<file path="src/rtl/tile_hit_judge.sv">
// Tile hit judge: synchronizes the player keys, judges presses against the tile
// row latched for each window, and keeps score, miss count and game-over.
module tile_hit_judge #(
  parameter int SCORE_W    = 8,
  parameter int MAX_MISSES = 3
) (
  input  logic               CLOCK_50,
  input  logic               reset,
  input  logic               tick,
  input  logic [3:0]         row,
  input  logic [3:0]         key_n,
  output logic [SCORE_W-1:0] score,
  output logic [3:0]         misses,
  output logic               hit,
  output logic               miss,
  output logic               game_over,
  output logic [3:0]         target
);

  typedef enum logic [1:0] {
    IDLE = 2'd0,
    PLAY = 2'd1,
    OVER = 2'd2
  } state_t;

  localparam logic [4:0] MISS_LIMIT = 5'(MAX_MISSES);
  localparam logic [SCORE_W+2:0] SCORE_TOP = (SCORE_W+3)'({SCORE_W{1'b1}});

  function automatic logic [2:0] count_ones(input logic [3:0] v);
    count_ones = 3'd0;
    for (int i = 0; i < 4; i++) begin
      count_ones = count_ones + {2'b00, v[i]};
    end
  endfunction

  state_t             state_r, state_s;
  logic [3:0]         sync1_r, sync2_r, prev_r, press_r;
  logic               tick_d_r;
  logic [3:0]         mask_r, mask_s;
  logic [3:0]         target_r, target_s;
  logic [SCORE_W-1:0] score_r, score_s;
  logic [3:0]         misses_r, misses_s;
  logic               hit_r, hit_s;
  logic               miss_r, miss_s;
  logic               game_over_r;
  logic [3:0]         good_s, bad_s;
  logic               close_s;
  logic [SCORE_W+2:0] score_sum_s;
  logic [4:0]         miss_sum_s;

  // key synchronizer, press edge register and tick delay (keys are active-low)
  always_ff @(posedge CLOCK_50 or negedge reset) begin
    if (!reset) begin
      sync1_r  <= 4'b1111;
      sync2_r  <= 4'b1111;
      prev_r   <= 4'b1111;
      press_r  <= 4'b0000;
      tick_d_r <= 1'b0;
    end else begin
      sync1_r  <= key_n;
      sync2_r  <= sync1_r;
      prev_r   <= sync2_r;
      press_r  <= ~sync2_r & prev_r;
      tick_d_r <= tick;
    end
  end

  // judging: a press in the tick_d cycle still counts against the closing window
  always_comb begin
    state_s     = state_r;
    mask_s      = mask_r;
    target_s    = target_r;
    score_s     = score_r;
    misses_s    = misses_r;
    hit_s       = 1'b0;
    miss_s      = 1'b0;
    good_s      = press_r & target_r & ~mask_r;
    bad_s       = press_r & ~good_s;
    close_s     = tick_d_r && (target_r != 4'b0000) && ((mask_r | good_s) != target_r);
    score_sum_s = (SCORE_W+3)'(score_r) + (SCORE_W+3)'(count_ones(good_s));
    miss_sum_s  = {1'b0, misses_r} + {4'b0000, |bad_s} + {4'b0000, close_s};
    case (state_r)
      IDLE: begin
        if (tick_d_r) begin
          target_s = row;
          mask_s   = 4'b0000;
          state_s  = PLAY;
        end else begin
          state_s  = IDLE;
        end
      end
      PLAY: begin
        hit_s  = |good_s;
        miss_s = (|bad_s) | close_s;
        if (score_sum_s > SCORE_TOP) begin
          score_s = {SCORE_W{1'b1}};
        end else begin
          score_s = score_sum_s[SCORE_W-1:0];
        end
        if (miss_sum_s >= MISS_LIMIT) begin
          misses_s = MISS_LIMIT[3:0];
          state_s  = OVER;
        end else begin
          misses_s = miss_sum_s[3:0];
        end
        if (tick_d_r) begin
          target_s = row;
          mask_s   = 4'b0000;
        end else begin
          mask_s   = mask_r | good_s;
        end
      end
      OVER: begin
        state_s = OVER;
      end
      default: begin
        state_s = IDLE;
      end
    endcase
  end

  // game state and registered outputs
  always_ff @(posedge CLOCK_50 or negedge reset) begin
    if (!reset) begin
      state_r     <= IDLE;
      mask_r      <= 4'b0000;
      target_r    <= 4'b0000;
      score_r     <= {SCORE_W{1'b0}};
      misses_r    <= 4'b0000;
      hit_r       <= 1'b0;
      miss_r      <= 1'b0;
      game_over_r <= 1'b0;
    end else begin
      state_r     <= state_s;
      mask_r      <= mask_s;
      target_r    <= target_s;
      score_r     <= score_s;
      misses_r    <= misses_s;
      hit_r       <= hit_s;
      miss_r      <= miss_s;
      game_over_r <= (state_s == OVER);
    end
  end

  assign score     = score_r;
  assign misses    = misses_r;
  assign hit       = hit_r;
  assign miss      = miss_r;
  assign game_over = game_over_r;
  assign target    = target_r;

endmodule

</file>
<file path="config.mk">
export PLATFORM = sky130hd
export DESIGN_NAME = tile_hit_judge
export DESIGN_NICKNAME = d
export VERILOG_FILES = /design/src/rtl/tile_hit_judge.sv
export SDC_FILE = /design/constraint.sdc
export NUM_CORES = 1
export LEC_CHECK = 0
export CAP_MARGIN = 10
export CORE_MARGIN = 2
export CORE_UTILIZATION = 55
export DETAILED_ROUTE_END_ITERATION = 10
export MAX_ROUTING_LAYER = met4
export PLACE_DENSITY = 0.83
export SYNTH_ARGS = -nofsm -noshare
export SYNTH_HDL_FRONTEND = slang
export SYNTH_SLANG_ARGS = --single-unit
</file>
<file path="constraint.sdc">
create_clock -name CLOCK_50 -period 8.22 [get_ports CLOCK_50]
set_input_delay 2.055 -clock CLOCK_50 [delete_from_list [all_inputs] [get_ports CLOCK_50]]
set_output_delay 2.055 -clock CLOCK_50 [all_outputs]
set_load 0.03 [all_outputs]
</file>
Word-level counts from Yosys, hierarchy flattened
Index checks and enable logic that the tools add are counted.

Flip-flop bits (word level): 42. Output and inout bits: 19.

Add/subtract/negate cells: 6. Magnitude comparators: 2. Equality and inequality tests: 5. Muxes and demuxes: 10. Bitwise operators: 9. Reduce and logical (&&, ||, !) cells: 10.

Operators with widths (number): $and A4 B4 Y4 (4); $mux W4 (3); $not A4 Y4 (3); $add A8 B3 Y9 (1); $gt A9 B8 Y1 const B (1); $mux W8 (1); $pmux W4 S2 (1); $reduce_or A4 Y1 (2); $pmux W2 S3 (1); $add A4 B1 Y5 (1); $add A5 B1 Y5 (1); $ge A5 B2 Y1 const B (1); $eq A2 B2 Y1 const B (2); $ne A4 B4 Y1 (1); $or A4 B4 Y4 (1); $reduce_and A2 Y1 (2); $reduce_bool A4 Y1 (1); $add A2 B1 Y3 (1); $add A3 B1 Y3 (1); $mux W1 (3); $add A1 B1 Y2 (1); $eq A2 B1 Y1 const B (1); $logic_and A1 B1 Y1 (2); $logic_not A2 Y1 (1); other kinds (5) (5).

Logic depth before layout (Yosys ltp)
Gate-level depths: netlist of run 1.

Word-level depth: 11. Gate-level depth with buffers: 10. Depth with buffers taken out: 10.

Worst setup path after synthesis of run 1
No wires, ideal clock.

Kind: flip-flop to flip-flop. From: register target_r[0] (netlist: target[0]). To: register misses_r[0] (netlist: misses[0]). Setup time: 0.121 ns. Arrival: 2.780 ns. Slack: 5.319 ns. Stages on the path, launching flop included: 11. Path buffers: 0. Cell sequence: dfrtp_1 > nand2b_1 > o2111ai_1 > or3_1 > nor2b_1 > fa_1 > ha_1 > and2_0 > a2111oi_4 > nand2_2 > o22a_1.

Word-level cells in the longest chain between the ends: 9. Elaborated cells on any way between the ends: 14.

RTL lines: from (decl) (RTL line 40) `logic [3:0] target_r, target_s;`; from (signal assigned) (RTL line 136) `target_r <= target_s;`; $and A4 B4 Y4 (2 in a row) (RTL line 77) `good_s = press_r & target_r & ~mask_r;`; $not A4 Y4 (RTL line 78) `bad_s = press_r & ~good_s;`; $and A4 B4 Y4 (RTL line 78); $reduce_or A4 Y1 (RTL line 81) `miss_sum_s = {1'b0, misses_r} + {4'b0000, |bad_s} + {4'b0000, close_s};`; $add A4 B1 Y5 (RTL line 81); $add A5 B1 Y5 * (RTL line 81); $ge A5 B2 Y1 (RTL line 100) `if (miss_sum_s >= MISS_LIMIT) begin`; $mux W4 * (RTL line 100); to (signal assigned) (RTL line 138) `misses_r <= misses_s;`; to (decl) (RTL line 42) `logic [3:0] misses_r, misses_s;`.

Every way passes the cells marked *; elsewhere a longest branch is shown, timed or not. A chain may end at the register's enable or synchronous reset.

Worst setup path in the final report of run 1
From: register target_r[2] (netlist: target[2]). To: output target[2].

RTL lines: to (decl) (RTL line 17) `output logic [3:0] target`.

No word-level cell between the ends.

==> impl_metrics.ini, run 1 <==
[cells_and_area]
mostFrequentLayoutCells = 30 x dfrtp_1, 28 x clkdlybuf4s50_1, 12 x dfstp_2
fin_util_pct = 70.4
drive_gt1_share_pct = 17.8
antenna_cells = 0
syn_to_final_growth_pct = 21.9
n_fill_cell = 246
layout_commonest_cell = dfrtp_1
fin_nets = 190

[timing]
finalCritPeriodShare_pct = 43.7
finalSetupTns_ns = 0
fmax_mhz = 279
rsz0062_at_grt = no
finClkSkew_ns = 0.00639
setup_slack_ns = 4.63
setup_viol = 0
tightestPinTransition_ns = 0.919
relSlewSlack_pct = 38.6
final_max_slew_viol_count = 0
final_hold_viol_count = 0
min_period_ns = 3.59

[hold_path]
worstHoldStart = sync1_r[1]
hold_class = flip-flop to flip-flop
worstHoldPathCells = 0

[worst_setup_path]
crit_required_ns = 6.17
worstPathCellList = clkdlybuf4s50_1
rr_worst_depth = 10
cp-end-kind = primary output
cp-start-kind = flip-flop
worstPathBufferInverterCount = 1
worstPathArrival_ns = 1.53
path_depth = 1
critPathMaxFanout = 7
crit_path_max_incr_delay_ns = 0.71
rr_startpoint = target[3]
crit_path_top_delay_cell = clkdlybuf4s50_1
crit_path_start = target[2]
crit_family = buffers and inverters
critPathKind = flip-flop to primary output

[synthesis]
synth-edff-count = 0
ys_warn_count = 0
yosys_most_used_dff = dfrtp_1
synth_cell_types = 39
syn_area_sq_um = 1760
yosysTopAreaCellShare_pct = 42.6
syn_nets = 157
synth-seq-area-share_pct = 60.5
ys_ff_latch = 42
synth.largest_area_cell = dfrtp_1
avgSynthCellArea_sq_um = 12.6
syn_inst = 140
async_flop_share_pct = 100
ys_top_cells_by_area = dfrtp_1 43%, dfstp_2 18%, fa_1 4.5%

[grt]
grt_pass1_wl_um = 4950
overflow = 0
grt_max_degree = 43
grt_pass1_vias = 1103
gr-usage-all-layers_pct = 19.4
antenna_found_initial = 0

[die]
die_w_um = 60.6
ios = 30
coreArea_sq_um = 3050
rows = 20
die_h_um = 60.6
initial_core_util_pct = 57.7
die-area_sq_um = 3670

[clock_tree]
htreeDepth = 2
cts_tree = yes
cts_buffers = 5
clock_path_buffers = 2
post_cts_buffers = 0
clock_latency_ns = 0.34
clock-sinks = 42
clk_pin_slew_ns = 0.12
hold_buffers = 0
cts_resized = 0
cts_root_buf = clkbuf_4

[placement]
dpl.hpwl_um = 2180
dp_slack_ns = 5.02
port_buffers = 29
place.gp.congestion = 0.939

[outcome]
outcome = completed

[pwr]
vdd_ir_drop_max_v = 0.000208
total_power_mw = 0.657
p_leak_nw = 0.896
power.density_nw_per_um2 = 306

[detailed_routing]
vias_per_cell = 5.41
drc = 0
postRouteAntennaNets = 0
first_pass_iters = 4
vias = 1179
wl_per_cell_um = 13.6
drtIter0Drc = 36
routed_wl_um = 2950

[job]
drv_cap = 0
stage by stage:
step / instances / hold slack [ns] / instance area (sq um)
4_1_cts: 218 / 0.363 / 2150
2_1_floorplan: 140 / 0.345 / 1760
5_1_grt: 218 / 0.367 / 2150
6_report: 218 / 0.357 / 2150
3_3_place_gp: 210 / 0.347 / 2090
3_5_place_dp: 210 / 0.347 / 2090
logic make-up after synthesis:
kind of cell	after synthesis	share of synthesized area [%]
AO/OA/AOI/OAI	29	12.2
XOR/XNOR	1	0.497
adder cells (fa/ha/maj)	6	5.96
buffers and inverters	9	1.99
flip-flops	42	60.5
multiplexers	5	3.19
AND/OR/NAND/NOR	48	15.7
where the power goes:
group	switching (mW)	internal (mW)
registers	0.0404	0.249
logic	0.148	0.121
clock network	0.0659	0.0333
synthesized netlist by cell type (2+ instances only):
master    number
a21oi_1        4
a22oi_1        2
a31oi_1        3
clkbuf_1       2
dfrtp_1       30
dfstp_2       12
fa_1           4
ha_1           2
inv_1          6
mux2_2         5
nand2_1        6
nand2b_1       9
nand3_1        3
nand3b_1       3
nor2_1         8
nor2b_1        8
o211ai_1       2
o21ai_0        7
o22a_1         2
o22ai_1        2
or3_1          2
registers in the layout, indices dropped and copies added (netlist names):
name,flops
score,8
sync1_r,4
target,4
game_over,1
hit,1
misses,4
tick_d_r,1
mask_r,4
miss,1
prev_r,4
sync2_r,4
press_r,4
state_r,2
path summary, 6_finish.rpt:
check,end,slack (ns)
worst max-delay path,target[2],4.63
worst min-delay path,sync2_r[1],0.36
worst max register to register,misses[1],5.22
worst min register to register,sync2_r[1],0.36
max in group asynchronous,score[6],5.87
min in group asynchronous,target[2],1.81
layout make-up:
cell class / count / area [sq um] / share of cell area [%]
Clock buffer: 5 / 37.5 / 1.75
Clock inverter: 3 / 21.3 / 0.990
Inverter: 6 / 22.5 / 1.05
Multi-Input combinational cell: 89 / 662 / 30.8
Sequential cell: 42 / 1070 / 49.6
Tap cell: 44 / 55.1 / 2.56
Timing Repair Buffer: 29 / 285 / 13.3
metal layers:
| metal | GRT usage (%) | up-vias | part of all wire, % |
|---|---|---|---|
| met5 | - | - | 0 |
| met4 | 7.45 | 0 | 1.0 |
| met3 | 4.48 | 5 | 3.8 |
| met2 | 30.6 | 29 | 51 |
| met1 | 24.6 | 591 | 44 |
| li1 | - | 554 | - |
Note: power is estimated with default switching activity, not from simulation.
==> run 2: changes to the inputs <==
CORE_UTILIZATION = 47   (was 55)
PLACE_DENSITY = 0.76   (was 0.83)
clock period = 3.2 ns   (was 8.22 ns; I/O delays follow)
==> run 2 against run 1 <==
Combinational power rose to 2.6 times the previous value. Final area rose by 2.3%. Register-to-register slack got worse by 4.9 ns. Total power rose to 2.7 times the previous value. Final cell count rose by 2.3%. Highest routed layer unchanged. Critical endpoint is now misses[1].
==> impl_metrics.ini, run 2 (synthesis results as in run 1) <==
[hold_path]
hold_class = flip-flop to flip-flop
worstHoldStart = sync1_r[0]

[pwr]
vdd_ir_drop_max_v = 0.000414
power.density_nw_per_um2 = 815
total_power_mw = 1.79
p_leak_nw = 0.917

[timing]
final_max_slew_viol_count = 0
setup_viol = 0
fmax_mhz = 342
finalCritPeriodShare_pct = 91.4
final_hold_viol_count = 0
rsz0062_at_grt = no
relSlewSlack_pct = 41.8
finClkSkew_ns = 0.00529
setup_slack_ns = 0.275
tightestPinTransition_ns = 0.873
min_period_ns = 2.92
finalSetupTns_ns = 0

[placement]
dpl.hpwl_um = 2290
dp_slack_ns = 0.295
port_buffers = 29
place.gp.congestion = 0.933
placement.cell_area_sq_um = 2100

[grt]
grt_max_degree = 43
grt_pass1_wl_um = 5350
antenna_found_initial = 0
gr-usage-all-layers_pct = 17.2
overflow = 0
grt_pass1_vias = 1178

[clock_tree]
post_cts_buffers = 0
htreeDepth = 2
clock-sinks = 42
clock_latency_ns = 0.28
cts_buffers = 5
clock_path_buffers = 2
hold_buffers = 0
cts_tree = yes
cts_resized = 0
clk_pin_slew_ns = 0.08
cts_root_buf = clkbuf_8

[detailed_routing]
routed_wl_um = 3090
drc = 0
wl_per_cell_um = 13.9
vias = 1161
drtIter0Drc = 66
postRouteAntennaNets = 0
vias_per_cell = 5.21
first_pass_iters = 4

[job]
drv_cap = 0

[cells_and_area]
fin_nets = 191
fin_area_sq_um = 2200
layout_commonest_cell = dfrtp_1
drive_gt1_share_pct = 18.3
antenna_cells = 0
fin_util_pct = 60.5
syn_to_final_growth_pct = 24.7
largest_reg_flops = 8
mostFrequentLayoutCells = 30 x dfrtp_1, 28 x clkdlybuf4s50_1, 12 x dfstp_2
n_fill_cell = 313

[worst_setup_path]
crit_required_ns = 3.37
rr_startpoint = target[2]
crit_path_start = target[2]
critPathMaxFanout = 7
worstPathArrival_ns = 3.09
cp-start-kind = flip-flop
critPathKind = flip-flop to flip-flop
cp-end-kind = flip-flop

[outcome]
outcome = completed

[die]
ios = 30
die_h_um = 65.2
die_w_um = 65.2
rows = 22
initial_core_util_pct = 48.5
coreArea_sq_um = 3630
die-area_sq_um = 4260
-- run 2: changes by cell type in the layout (fill, tap and decap cells not counted), sizes merged --
cell | before | now
clkinv | 2 | 1
clkbuf | 5 | 6
buf | 1 | 2
-- run 2: cell type report --
type                       instances  area (sq um)  area share (%)
multi-input combinational         89           662            30.1
sequential                        42          1070            48.5
inverter                           6          22.5            1.02
tap                               48          60.1            2.73
clock buffer                       6          82.6            3.76
clock inverter                     2          12.5           0.569
timing repair buffer              30           293            13.3
-- run 2: path summary, 6_finish.rpt --
check | to | slack, ns | depth (start not counted)
setup / recovery | misses[1] | 0.28 | 10
min in group asynchronous | miss | 0.63 | 1
hold reg to reg | sync2_r[0] | 0.36 | 0
max in group asynchronous | game_over | 2.02 | 1
hold / removal | sync2_r[0] | 0.36 | 0
setup reg to reg | misses[1] | 0.28 | 10
-- run 2: layer usage --
metal  wire [um]  vias up  global-route usage (%)
li1            -      557                       -
met1        1330      556                    21.3
met2        1520       42                    26.8
met3         198        6                    5.14
met4          48        0                    6.77
met5           0        -                       -
-- run 2: stage by stage --
| step | hold slack [ns] | cells |
|---|---|---|
| 2_1_floorplan | 0.345 | 140 |
| 3_3_place_gp | 0.346 | 215 |
| 3_5_place_dp | 0.350 | 215 |
| 4_1_cts | 0.361 | 223 |
| 5_1_grt | 0.367 | 223 |
| 6_report | 0.360 | 223 |
-- run 2: power breakdown --
group / total, mW / switching (mW) / internal [mW]
registers: 0.745 / 0.106 / 0.639
logic: 0.706 / 0.386 / 0.320
clock network: 0.339 / 0.166 / 0.173
total: 1.79 / 0.658 / 1.13
-- run 2: critical path, stage by stage, from the launching register on --
cell and delay [ns]:
dfrtp_1 0.45, nand2b_1 0.14, o22ai_1 0.11, or3_1 0.37, nor2b_1 0.16, fa_1 0.43
ha_1 0.30, and2_0 0.19, a2111oi_4 0.37, nand2_2 0.10, o22a_1 0.19
==> run 3: changes to the inputs <==
GPL_ROUTABILITY_DRIVEN = 0   (was unset)
==> run 3 against run 2 <==
Routed wire length down 1.3%. Global-route usage decreased by 0.46 points. Sequential power barely moved. Clock-buffer cell count unchanged. Non-clock buffer count unchanged. Die area stayed put. Worst setup slack gained 0.00083 ns. Combinational power hardly changed. Clock power shrank 2%. Total power is 0.46% lower.
==> impl_metrics.ini, run 3 (synthesis results as in run 1) <==
[outcome]
outcome = completed

[placement]
port_buffers = 29
dpl.hpwl_um = 2210

[timing]
fmax_mhz = 342
rsz0062_at_grt = no
finClkSkew_ns = 0.00602
final_hold_viol_count = 0
final_max_slew_viol_count = 0
tightestPinTransition_ns = 0.876
finalSetupTns_ns = 0
relSlewSlack_pct = 41.6
finalCritPeriodShare_pct = 91.4
setup_viol = 0
min_period_ns = 2.92

[hold_path]
worstHoldEndpoint = sync2_r[0]
worstHoldPathCells = 0
hold_class = flip-flop to flip-flop
worstHoldStart = sync1_r[0]

[worst_setup_path]
rr_worst_depth = 10
cp-end-kind = flip-flop
r2r-end = misses[1]
rr_startpoint = target[3]
crit_path_top_delay_cell = dfrtp_1
crit_path_max_incr_delay_ns = 0.48
crit_family = simple AND/OR/NAND/NOR gates
worstPathArrival_ns = 3.10
critPathKind = flip-flop to flip-flop
worstPathCellList = nand2b_1, o2111ai_1, or3_1, nor2b_1, fa_1, ha_1, and2_0, a2111oi_4, nand2_2, o22a_1
r2r_slack_ns = 0.28
cp-start-kind = flip-flop
crit_required_ns = 3.38
worstPathBufferInverterCount = 0
critPathMaxFanout = 7

[clock_tree]
cts_root_buf = clkbuf_8
cts_tree = yes
hold_buffers = 0
htreeDepth = 2
cts_buffers = 5
cts_resized = 0
post_cts_buffers = 0
clock_latency_ns = 0.29
clock_path_buffers = 2
clk_pin_slew_ns = 0.08
clock-sinks = 42

[detailed_routing]
vias = 1181
drtIter0Drc = 108
wl_per_cell_um = 13.7
postRouteAntennaNets = 0
vias_per_cell = 5.30
drc = 0
routed_wl_um = 3050
first_pass_iters = 4

[pwr]
power_frac_comb_pct = 39.5
vdd_ir_drop_max_v = 0.000403
pwr-share-clk_pct = 18.6
total_power_mw = 1.78
seqPwrFrac_pct = 41.9
p_leak_nw = 0.915
p_sw_mw = 0.669
internal_power_mw = 1.11
switching_share_pct = 37.6
power.density_nw_per_um2 = 814

[grt]
gr-usage-all-layers_pct = 16.8
grt_max_degree = 43
grt_pass1_vias = 1159
overflow = 0
antenna_found_initial = 0
global_route.usage.met2_pct = 22.8
grt.busiest_layer = met2
grt_use_met1_pct = 22.4
grt_pass1_wl_um = 5180
use_met3_pct = 4.97

[cells_and_area]
n_fill_cell = 301
largest_reg_flops = 8
drive_gt1_share_pct = 17.7
antenna_cells = 0
mostFrequentLayoutCells = 30 x dfrtp_1, 28 x clkdlybuf4s50_1, 12 x dfstp_2
fin_nets = 191
syn_to_final_growth_pct = 24.2
layout_commonest_cell = dfrtp_1

[die]
initial_core_util_pct = 48.5
die-area_sq_um = 4260
rows = 22
die_w_um = 65.2
die_h_um = 65.2
ios = 30
coreArea_sq_um = 3630

[job]
drv_cap = 0
-- run 3: stage by stage --
| step | setup slack (ns) | cells | utilization, % | cell area [sq um] | hold slack [ns] |
|---|---|---|---|---|---|
| after floorplan | 0.299 | 140 | - | 1760 | 0.345 |
| after global placement | 0.362 | 215 | 57.9 | 2100 | 0.346 |
| after detailed placement | 0.289 | 215 | 57.9 | 2100 | 0.347 |
| after CTS | 0.272 | 223 | 60.3 | 2190 | 0.359 |
| after global routing | 0.105 | 223 | 60.3 | 2190 | 0.364 |
| final | 0.276 | 223 | 60.3 | 2190 | 0.358 |
-- run 3: cell type report --
class | instances | area [sq um] | area share [%]
flip-flops and latches | 42 | 1070 | 48.7
multi-input cells | 89 | 662 | 30.2
repair buffers | 30 | 293 | 13.4
clock buffers | 6 | 72.6 | 3.31
well taps | 48 | 60.1 | 2.74
inverters | 6 | 22.5 | 1.03
clock inverters | 2 | 13.8 | 0.629
-- run 3: worst max-delay path by stage --
stage | endpoint | startpoint | cells past startpoint
2_1_floorplan | misses[0] | target[0] | 10
3_3_place_gp | misses[0] | target[3] | 10
3_5_place_dp | misses[1] | target[3] | 10
4_1_cts | misses[1] | target[3] | 10
5_1_grt | misses[1] | target[3] | 10
6_report | misses[1] | target[3] | 10
-- run 3: metal layers --
layer | wire length (um) | share of wire (%)
met1 | 1400 | 46
met2 | 1390 | 46
met3 | 150 | 4.9
met4 | 106 | 3.5
met5 | 0 | 0
-- run 3: power by group through the flow --
stage	combinational (mW)	sequential, mW	clock [mW]
2_1_floorplan	0.336	0.873	0
5_1_grt	0.778	0.763	0.366
6_report	0.704	0.746	0.332
3_3_place_gp	0.690	0.746	0
3_5_place_dp	0.710	0.757	0
4_1_cts	0.714	0.745	0.340
==> RTL edit (config.mk and constraints of run 3) <==
Encoding of `state_t`: now one-hot (3 bits for 3 states).
--- a/src/rtl/tile_hit_judge.sv
+++ b/src/rtl/tile_hit_judge.sv
@@ -17,10 +17,10 @@
   output logic [3:0]         target
 );
 
-  typedef enum logic [1:0] {
-    IDLE = 2'd0,
-    PLAY = 2'd1,
-    OVER = 2'd2
+  typedef enum logic [2:0] {
+    IDLE = 3'b001,
+    PLAY = 3'b010,
+    OVER = 3'b100
   } state_t;
 
   localparam logic [4:0] MISS_LIMIT = 5'(MAX_MISSES);
Check against the original RTL: same outputs for any inputs over 10 cycles, from zero or initial values and one cycle with reset low; not proved beyond that.
==> RTL edit against run 3 <==
  * Sequential cell count increased by 1
  * Highest routed layer unchanged
  * Critical path depth increased by 1
  * Design area increased by 1.9%
  * Area after synthesis increased by 2.8%
  * Power decreased by 1.0%
  * Worst setup slack improved by 0.041 ns
  * Die area increased by 2.7%
  * Via count increased by 3.8%
  * Routed wire length increased by 4.3%
==> RTL edit: results (changes against run 3) <==
** Status
- Run status :: completed

** STA
- Clock tree skew after final layout :: 0.00390 ns (-0.00212 ns)
- Slew @ Worst Pin :: 0.908 ns (+0.0319 ns)

** Layout
- The net total in the final layout was 200 (+4.7%).
- Finished Layout Cells :: 232 (+4.0%)
- Fraction of final layout cells with drive strength greater than 1 :: 16.3% (-1.4 points)

** Power and ir drop
- The net switching power is 663 uW (-0.96%).
- The maximum VDD drop is 0.340 mV (-16%).

** Synth
- The post-synthesis cell type count was 37 (-5.1%).
- By area the synthesized netlist is led by dfrtp_1 (41%), dfstp_2 (19%), fa_1 (4.4%).
- The share of synthesized area occupied by flip-flops and latches came to 60.2% (-0.22 points).
- Synthesized Nets :: 167 (+6.4%)

** GRT
- The global-route wire length before repair came to 5500 um (+6.3%).
- The number of global-route vias before repair is 1200 (+3.5%).
- The largest net degree at the start of global routing was 44 (+2.3%).

** Critical path
- The slowest stage of the critical path belongs to the cell fa_1.
- The arrival time at the worst endpoint came to 3.11 ns (about the same).
- The length in cells of the worst reg-to-reg path was 11 (+1).
- The most critical setup path has its endpoint at score[5].
- Cell family with most CP delay :: adder cells
- The worst-case register-to-register setup slack is 0.32 ns (+0.04 ns).
- Max stage delay on crit path :: 0.51 ns (+0.03 ns)
- Source of the worst register-to-register timing path :: target[0]

** Clock tree
- The clock slew seen by the registers of the worst setup and hold paths came to 0.08 ns (about the same).

** Worst hold path
- WHS Endpoint :: sync2_r[1]
- Worst min-delay path startpoint :: sync1_r[1]

** Routing
- Final WL :: 3180 um (+4.3%)
- Vias per std cell :: 5.28 (-0.22%)
- The number of DRC markers after the initial detailed-route iteration was 79 (-27%).

** Placed design
- The post-placement cell count was 224 (+4.2%).
RTL edit: cell families (layout without fill, tap and decap cells):
kind of cell,after synthesis,count (layout),synth area share [%]
flip-flops,43,43,60.2
adder cells (fa/ha/maj),6,6,5.80
AO/OA/AOI/OAI,35,35,13.1
buffers and inverters,10,44,2.21
XOR/XNOR,1,1,0.483
AND/OR/NAND/NOR,51,51,15.7
multiplexers,4,4,2.48
RTL edit: power groups by stage:
stage	clock network, mW	registers (mW)	logic [mW]
6_report	0.327	0.771	0.666
5_1_grt	0.362	0.789	0.735
4_1_cts	0.337	0.770	0.671
3_5_place_dp	0	0.780	0.665
3_3_place_gp	0	0.770	0.657
2_1_floorplan	0	0.866	0.342
RTL edit: final cells by class:
type	count	area [um^2]	share of cell area (%)
Clock buffer	5	68.8	3.08
Sequential cell	43	1090	48.9
Multi-Input combinational cell	97	681	30.5
Tap cell	48	60.1	2.69
Timing Repair Buffer	30	293	13.1
Clock inverter	3	15.0	0.673
Inverter	6	22.5	1.01
RTL edit: routing by layer:
metal  track usage, %  vias up  share of wire (%)  wire length [um]
met4             7.91        0                2.1                68
met3             5.62        9                6.6               210
met5                -        -                  0                 0
met2             25.3       36                 44              1390
met1             22.3      585                 48              1520
li1                 -      596                  -                 -
RTL edit: metrics by stage:
| stage | hold slack (ns) | setup slack [ns] | utilization (%) | instance area (um^2) |
|---|---|---|---|---|
| 3_3_place_gp | 0.346 | 0.483 | 58.2 | 2150 |
| 2_1_floorplan | 0.345 | 0.394 | - | 1810 |
| 3_5_place_dp | 0.347 | 0.355 | 58.2 | 2150 |
| 5_1_grt | 0.364 | 0.147 | 60.5 | 2230 |
| 4_1_cts | 0.358 | 0.316 | 60.5 | 2230 |
| 6_report | 0.358 | 0.318 | 60.5 | 2230 |
